===== src/rtl/mem_port_arbiter.sv =====
// Round-robin arbiter for the shared vector/matrix/result memory port.
// Clients: host write (hw), result write-back (rw), host read (hr).
//   clk/reset        : clock, async active-high reset
//   x_valid/x_ready  : burst handshakes, x_addr/x_data/x_last beat fields
//   hr_rdata/rvalid  : read return, one cycle after an accepted hr beat
//   mem_*            : memory port (synchronous read data)
//   owner/busy       : current grant (0 none, 1 hw, 2 rw, 3 hr)
//   addr_err/timeout_err : sticky flags, cleared by err_clr
module mem_port_arbiter #(
  parameter int unsigned ADDR_SIZE = 10,
  parameter int unsigned WORD_SIZE = 16,
  parameter logic [ADDR_SIZE-1:0] MEM_LIMIT = 10'h3ff,
  parameter logic [7:0] TIMEOUT = 8'd64
) (
  input  logic                 clk,
  input  logic                 reset,
  input  logic                 hw_valid,
  output logic                 hw_ready,
  input  logic [ADDR_SIZE-1:0] hw_addr,
  input  logic [WORD_SIZE-1:0] hw_data,
  input  logic                 hw_last,
  input  logic                 rw_valid,
  output logic                 rw_ready,
  input  logic [ADDR_SIZE-1:0] rw_addr,
  input  logic [WORD_SIZE-1:0] rw_data,
  input  logic                 rw_last,
  input  logic                 hr_valid,
  output logic                 hr_ready,
  input  logic [ADDR_SIZE-1:0] hr_addr,
  input  logic                 hr_last,
  output logic [WORD_SIZE-1:0] hr_rdata,
  output logic                 hr_rvalid,
  output logic [ADDR_SIZE-1:0] mem_addr,
  output logic [WORD_SIZE-1:0] mem_w_data,
  output logic                 mem_w_en,
  output logic                 mem_r_en,
  input  logic [WORD_SIZE-1:0] mem_r_data,
  output logic [1:0]           owner,
  output logic                 busy,
  output logic                 addr_err,
  output logic                 timeout_err,
  input  logic                 err_clr
);

  typedef enum logic {
    S_IDLE,
    S_GRANT
  } state_t;

  localparam logic [1:0] O_NONE = 2'd0;
  localparam logic [1:0] O_HW   = 2'd1;
  localparam logic [1:0] O_RW   = 2'd2;
  localparam logic [1:0] O_HR   = 2'd3;

  state_t         state_q;
  logic [1:0]     owner_q;
  logic [1:0]     last_q;
  logic [7:0]     wdog_q;
  logic [7:0]     wdog_d;
  logic           rvalid_q;
  logic           rinr_q;
  logic           aerr_q;
  logic           terr_q;

  logic [1:0]     pick_d;
  logic           own_valid;
  logic           own_last;
  logic [ADDR_SIZE-1:0] own_addr;
  logic [WORD_SIZE-1:0] own_wdata;
  logic           xfer;
  logic           in_range;
  logic           wdog_hit;

  always_comb begin
    own_valid = 1'b0;
    own_last  = 1'b0;
    own_addr  = '0;
    own_wdata = '0;
    unique case (owner_q)
      O_HW: begin
        own_valid = hw_valid;
        own_last  = hw_last;
        own_addr  = hw_addr;
        own_wdata = hw_data;
      end
      O_RW: begin
        own_valid = rw_valid;
        own_last  = rw_last;
        own_addr  = rw_addr;
        own_wdata = rw_data;
      end
      O_HR: begin
        own_valid = hr_valid;
        own_last  = hr_last;
        own_addr  = hr_addr;
      end
      default: ;
    endcase
  end

  // Search starts at the client after the previous owner.
  always_comb begin
    pick_d = O_NONE;
    unique case (last_q)
      O_HW: begin
        if (rw_valid)      pick_d = O_RW;
        else if (hr_valid) pick_d = O_HR;
        else if (hw_valid) pick_d = O_HW;
      end
      O_RW: begin
        if (hr_valid)      pick_d = O_HR;
        else if (hw_valid) pick_d = O_HW;
        else if (rw_valid) pick_d = O_RW;
      end
      default: begin
        if (hw_valid)      pick_d = O_HW;
        else if (rw_valid) pick_d = O_RW;
        else if (hr_valid) pick_d = O_HR;
      end
    endcase
  end

  // Ready is only ever high for the owner, so owner valid is the transfer.
  assign xfer     = own_valid;
  assign in_range = ({1'b0, own_addr} <= {1'b0, MEM_LIMIT});
  assign wdog_d   = wdog_q + 8'd1;
  assign wdog_hit = (state_q == S_GRANT) && !xfer
                    && (wdog_d == TIMEOUT);

  assign hw_ready   = (owner_q == O_HW);
  assign rw_ready   = (owner_q == O_RW);
  assign hr_ready   = (owner_q == O_HR);
  assign owner      = owner_q;
  assign busy       = (owner_q != O_NONE);
  assign mem_addr   = own_addr;
  assign mem_w_data = own_wdata;
  assign mem_w_en   = xfer && in_range
                      && (owner_q == O_HW || owner_q == O_RW);
  assign mem_r_en   = xfer && in_range && (owner_q == O_HR);
  assign hr_rvalid  = rvalid_q;
  assign hr_rdata   = (rvalid_q && rinr_q) ? mem_r_data : '0;
  assign addr_err   = aerr_q;
  assign timeout_err = terr_q;

  always_ff @(posedge clk or posedge reset) begin
    if (reset) begin
      state_q  <= S_IDLE;
      owner_q  <= O_NONE;
      last_q   <= O_HR;
      wdog_q   <= 8'd0;
      rvalid_q <= 1'b0;
      rinr_q   <= 1'b0;
      aerr_q   <= 1'b0;
      terr_q   <= 1'b0;
    end else begin
      rvalid_q <= xfer && (owner_q == O_HR);
      rinr_q   <= in_range;
      if (xfer && !in_range) aerr_q <= 1'b1;
      else if (err_clr)      aerr_q <= 1'b0;
      if (wdog_hit)          terr_q <= 1'b1;
      else if (err_clr)      terr_q <= 1'b0;
      unique case (state_q)
        S_IDLE: begin
          wdog_q <= 8'd0;
          if (pick_d != O_NONE) begin
            owner_q <= pick_d;
            state_q <= S_GRANT;
          end
        end
        S_GRANT: begin
          if (xfer) begin
            wdog_q <= 8'd0;
            if (own_last) begin
              last_q  <= owner_q;
              owner_q <= O_NONE;
              state_q <= S_IDLE;
            end
          end else if (wdog_hit) begin
            wdog_q  <= 8'd0;
            last_q  <= owner_q;
            owner_q <= O_NONE;
            state_q <= S_IDLE;
          end else begin
            wdog_q <= wdog_d;
          end
        end
        default: state_q <= S_IDLE;
      endcase
    end
  end

endmodule


===== config.mk =====
export PLATFORM = sky130hd
export DESIGN_NAME = mem_port_arbiter
export DESIGN_NICKNAME = d
export VERILOG_FILES = /design/src/rtl/mem_port_arbiter.sv
export SDC_FILE = /design/constraint.sdc
export NUM_CORES = 1
export LEC_CHECK = 0
export CORE_ASPECT_RATIO = 0.6
export CORE_UTILIZATION = 34
export DETAILED_ROUTE_END_ITERATION = 10
export PLACE_DENSITY = 0.95
export SLEW_MARGIN = 25
export SYNTH_ARGS = -nofsm -noshare
export SYNTH_HDL_FRONTEND = slang
export SYNTH_SLANG_ARGS = --single-unit

===== constraint.sdc =====
create_clock -name clk -period 5.3 [get_ports clk]
set_input_delay 1.06 -clock clk [delete_from_list [all_inputs] [get_ports clk]]
set_output_delay 1.06 -clock clk [all_outputs]
set_load 0.02 [all_outputs]

# Yosys cells after proc, flatten, opt, wreduce, memory -nomap -nowiden
# Cells that the tools add are included.
dict set report word_totals {
  regBits 16
  latchBits 0
  mem_bits_rw 0
  rom_bits 0
  in_bits 87
  memories 0
}
dict set report classes {
  addsub 1
  multipliers 0
  n_div 0
  n_lt_le_gt_ge 0
  eq_ne 10
  shift 0
  mux 33
  bitwise_logic 1
  n_reduce_logical 13
}
# cell n
set ops {}
lappend ops {{$pmux 16 s2} 1}
lappend ops {{$mux 2} 15}
lappend ops {{$pmux 10 s3} 1}
lappend ops {{$mux 16} 1}
lappend ops {{$mux 8} 2}
lappend ops {{$pmux 8 s2} 1}
lappend ops {{$add 8x1->8 const B} 1}
lappend ops {{$eq 8x7->1 const B} 1}
lappend ops {{$pmux 2 s2} 2}
lappend ops {{$reduce_bool 2->1} 4}
lappend ops {{$mux 1} 7}
lappend ops {{$eq 2x2->1 const B} 3}
lappend ops {{$pmux 1 s3} 2}
lappend ops {{$reduce_and 3->1} 2}
lappend ops {{$logic_and 1x1->1} 5}
lappend ops {{$eq 2x1->1 const B} 2}
lappend ops {{$ne 2x2->1 const B} 2}
lappend ops {{$ne 3x1->1 const B} 1}
lappend ops {{$ne 3x3->1 const B} 1}
lappend ops {{$pmux 1 s2} 1}
lappend ops {{$logic_not 1->1} 1}
lappend ops {{$logic_or 1x1->1} 1}
lappend ops {{$not 1->1} 1}

# Longest topological paths before layout
dict set report logic_depth {
  ltp_word 8
  depth_mapped 8
  mapped_depth_nobuf 7
}

# Least setup slack after synthesis
# Ideal clock, no wire load.
dict set report synth_timing {
  path_type {flip-flop to output port}
  startpoint {register owner_q[0], in the netlist owner[0]}
  endpoint {output mem_w_data[10]}
  arrival_time_ns 1.855
  t_required_ns 4.240
  path_slack_ns 2.385
  path_stages_with_launch 7
  n_path_buf 2
  path_cell_list {dfrtp_1 -> inv_1 -> ha_1 -> buf_2 -> buf_1 -> a22oi_1 -> nor2b_1}
}
dict set report synth_via {
  elab_chain_len 2
  elab_cells_between_ends 3
  classes_between {2 x eq/ne; 1 x mux}
}
# item line
set synth_lines {}
lappend synth_lines {{from (decl)} 56} ;# logic [1:0] owner_q;
lappend synth_lines {{from (signal assigned)} 166} ;# owner_q <= pick_d;
lappend synth_lines {{$eq 2x2->1} n/a}
lappend synth_lines {{net rw_ready} 23} ;# output logic rw_ready,
lappend synth_lines {{$pmux 16 s2} 79} ;# unique case (owner_q)
lappend synth_lines {{to (decl)} 34} ;# output logic [WORD_SIZE-1:0] mem_w_data,
# The timed path passes the listed nets, and every way through them passes these cells.

# Final worst setup path
dict set report layout_timing {
  startpoint {input hr_valid}
  endpoint {output mem_r_en}
}
dict set report layout_via {
  elab_chain_len 2
}
# item line
set layout_lines {}
lappend layout_lines {{from (decl)} 27} ;# input logic hr_valid,
lappend layout_lines {{$pmux 1 s3} 79}
lappend layout_lines {{$logic_and 1x1->1} 139} ;# assign mem_r_en = xfer && in_range && (owner_q == O_HR);
lappend layout_lines {{to (decl)} 36} ;# output logic mem_r_en,
# Every way passes these cells.

==> qor.txt <==
Final Cycle Share - 0.756
first drt pass iteration count - 5
number of DRC markers in iteration 0 - 142
reg2reg start - owner[0]$_DFFE_PP0P_
Clock Skew - 0.00708 ns
Hold Path Stages - 1
RR Endpoint - owner[0]$_DFFE_PP0P_
Final setup viols - 0
Yosys reg bits - 16
largest net degree at the start of global routing - 29
Num CTS Buffers - 3
Post-DP Area - 2940 sq um
post-CTS setup buffers - 0
Design Area, Final - 2980 sq um
minimum clock period - 4.01 ns
Syn-to-layout area delta - 94.4%
pre-CTS setup slack - 1.32 ns
Initial Util - 0.364
final net count - 406
final setup TNS - 0 ns
Arr. time, crit path - 2.95 ns
post-synth cell types - 43
Antenna diodes - 0
final core utilization - 0.708
global-route wire length before repair - 8180 um
Reg clk slew, reported paths - 0.06 ns
CP Class - input pin to output port
Hold Path Class - flip-flop to flip-flop
crit-path max FO - 4
Critical Path End Type - output port
Yosys top cell area share - 0.228
hpwl dp - 4720 um
VDD IR max - 0.000334 V
gr usage total - 0.224
fin. max-slew vios - 0
Max Cap Violations - 0
# rows - 18
Compound-Gate Fraction of Synth Area - 0.282
Adder-Cell Fraction of Synth Area - 0.0653
Clk Latency, worst-skew pair - 0.25 ns
Synth Cell Area - 1530 sq um
vias - 2002
top post-synthesis cells by count - 18 x nor2_1, 17 x and3_1, 16 x a22oi_1, 16 x nor2b_1, 14 x dfrtp_1
IO Port Bufs - 138
Post-synth top flop - dfrtp_1
worst-margin pin slew - 0.613 ns
Die Y-Extent - 54.0 um
CTS Buffer Depth - 2
htree depth - 1
Root Driver - clkbuf_8
Routed WL - 5880 um
Hold Crit Start - wdog_q[0]$_DFF_PP0_
clk sinks - 16
asr flop ratio synth - 1.00
register area share after synthesis - 0.263
synth top area cells - dfrtp_1 23%, a222oi_1 7.8%, a22oi_1 7.8%
Post-Synth Simple-Gate Area - 0.284
routed len/inst - 15.9 um
outcome - complete, no violations
Leak - 1.19 nW
final setup margin - 1.29 ns
Mapped Cells - 179
Syn Area/Cell - 8.57 sq um
Post-Synth XOR/XNOR Area - 0.0343
slew margin rel. - 0.591
Reg2Reg Setup Slack - 2.99 ns
total grt overflow - 0
Ys Warns - 0
Post-Syn Nets - 274
CTS tree - yes
post-cts resize count - 0
core box area - 4210 sq um
CTS Hold Bufs - 0
post-synth top area cell - dfrtp_1
cells on worst reg2reg path - 7
PD cells - 457 nW/um^2
startpoint type of the worst setup path - input pin
die area - 4790 sq um
drt via density - 5.41
share of cells above drive strength 1 - 0.0419
post-synthesis mux area share - 0
RSZ-0062 raised after global routing - no
Remaining DRCs - 0
Worst Hold Path EP - wdog_q[0]$_DFF_PP0_
number of top-level pins - 140
Die Wd - 88.7 um
vias in the first global route - 1750
most common cell in the netlist - nor2_1
final RePlAce weighted congestion - 0.844
CP required - 4.24 ns
Post-synth EDFFs - 0
initial antenna violation count - 0
f_max - 250 MHz
final hold vios - 0
largest family of logic cells by synthesized area - simple AND/OR/NAND/NOR gates
ANT nets after route - 0
[stage by stage]
| step | hold slack [ns] | total power [W] | instances |
|---|---|---|---|
| 4_1_cts | 0.518 | 0.00136 | 370 |
| 5_1_grt | 0.545 | 0.00145 | 370 |
| 3_3_place_gp | 0.496 | 0.00124 | 366 |
| 3_5_place_dp | 0.510 | 0.00126 | 366 |
| 6_report | 0.522 | 0.00136 | 370 |
| 2_1_floorplan | 0.469 | 0.000834 | 179 |
[cell families (layout without fill, tap and decap cells)]
group / count (synthesis) / count (layout)
fa+ha+maj: 8 / 8
flops: 16 / 16
simple gates: 76 / 76
xor+xnor: 6 / 6
compound gates: 49 / 49
buf+inv: 22 / 153
other cells: 2 / 2
[per-layer routing]
metal / GRT usage / vias to the layer above / share of wire
li1: - / 937 / -
met1: 0.291 / 951 / 0.42
met2: 0.391 / 110 / 0.48
met3: 0.0537 / 4 / 0.099
met4: 0.0323 / 0 / 0.0026
met5: 0 / - / 0
[where the power goes]
group          total [W]  internal, W  switching (W)
Sequential      0.000204     0.000160      0.0000435
Clock          0.0000940    0.0000533      0.0000407
Combinational    0.00106     0.000502       0.000562
[layout make-up]
cell class | count | area (sq um)
Inverter | 9 | 33.8
Tap cell | 60 | 75.1
Fill cell | 321 | 1230
Multi-Input combinational cell | 141 | 1030
Sequential cell | 16 | 403
Clock buffer | 4 | 45.0
Timing Repair Buffer | 140 | 1400
[how the worst max path moves through the flow]
stage	from	endpoint	slack, ns
6_report	hr_valid	mem_r_en	1.29
5_1_grt	hr_valid	mem_r_en	1.16
4_1_cts	hr_valid	mem_r_en	1.31
3_5_place_dp	hr_valid	mem_r_en	1.32
3_3_place_gp	hr_valid	mem_r_en	1.39
2_1_floorplan	owner[0]$_DFFE_PP0P_	mem_w_data[10]	2.38
[worst max-delay path: stages]
cell and delay [ns]:
clkdlybuf4s50_1 0.48, a222oi_1 0.50, nor2_1 0.15, and2_1 0.21, clkdlybuf4s50_1 0.55
[cells in the final DEF (no fill, tap or decap), types with 4 or more instances in the layout]
cell,synthesis,routed
xor2_1,4,4
a22oi_1,16,16
clkdlybuf4s50_1,0,138
nor2b_1,16,16
inv_1,9,9
ha_1,8,8
a222oi_1,12,12
nor2_1,18,18
nand3_1,4,4
and3_1,17,17
dfrtp_1,14,14
nand2_1,5,5
[state kept, by name, indices dropped and copies added (netlist names)]
signal       flops
wdog_q           8
last_q           2
owner            2
hr_rvalid        1
rinr_q           1
state_q          1
timeout_err      1
Note: power is estimated with default switching activity, not from simulation.
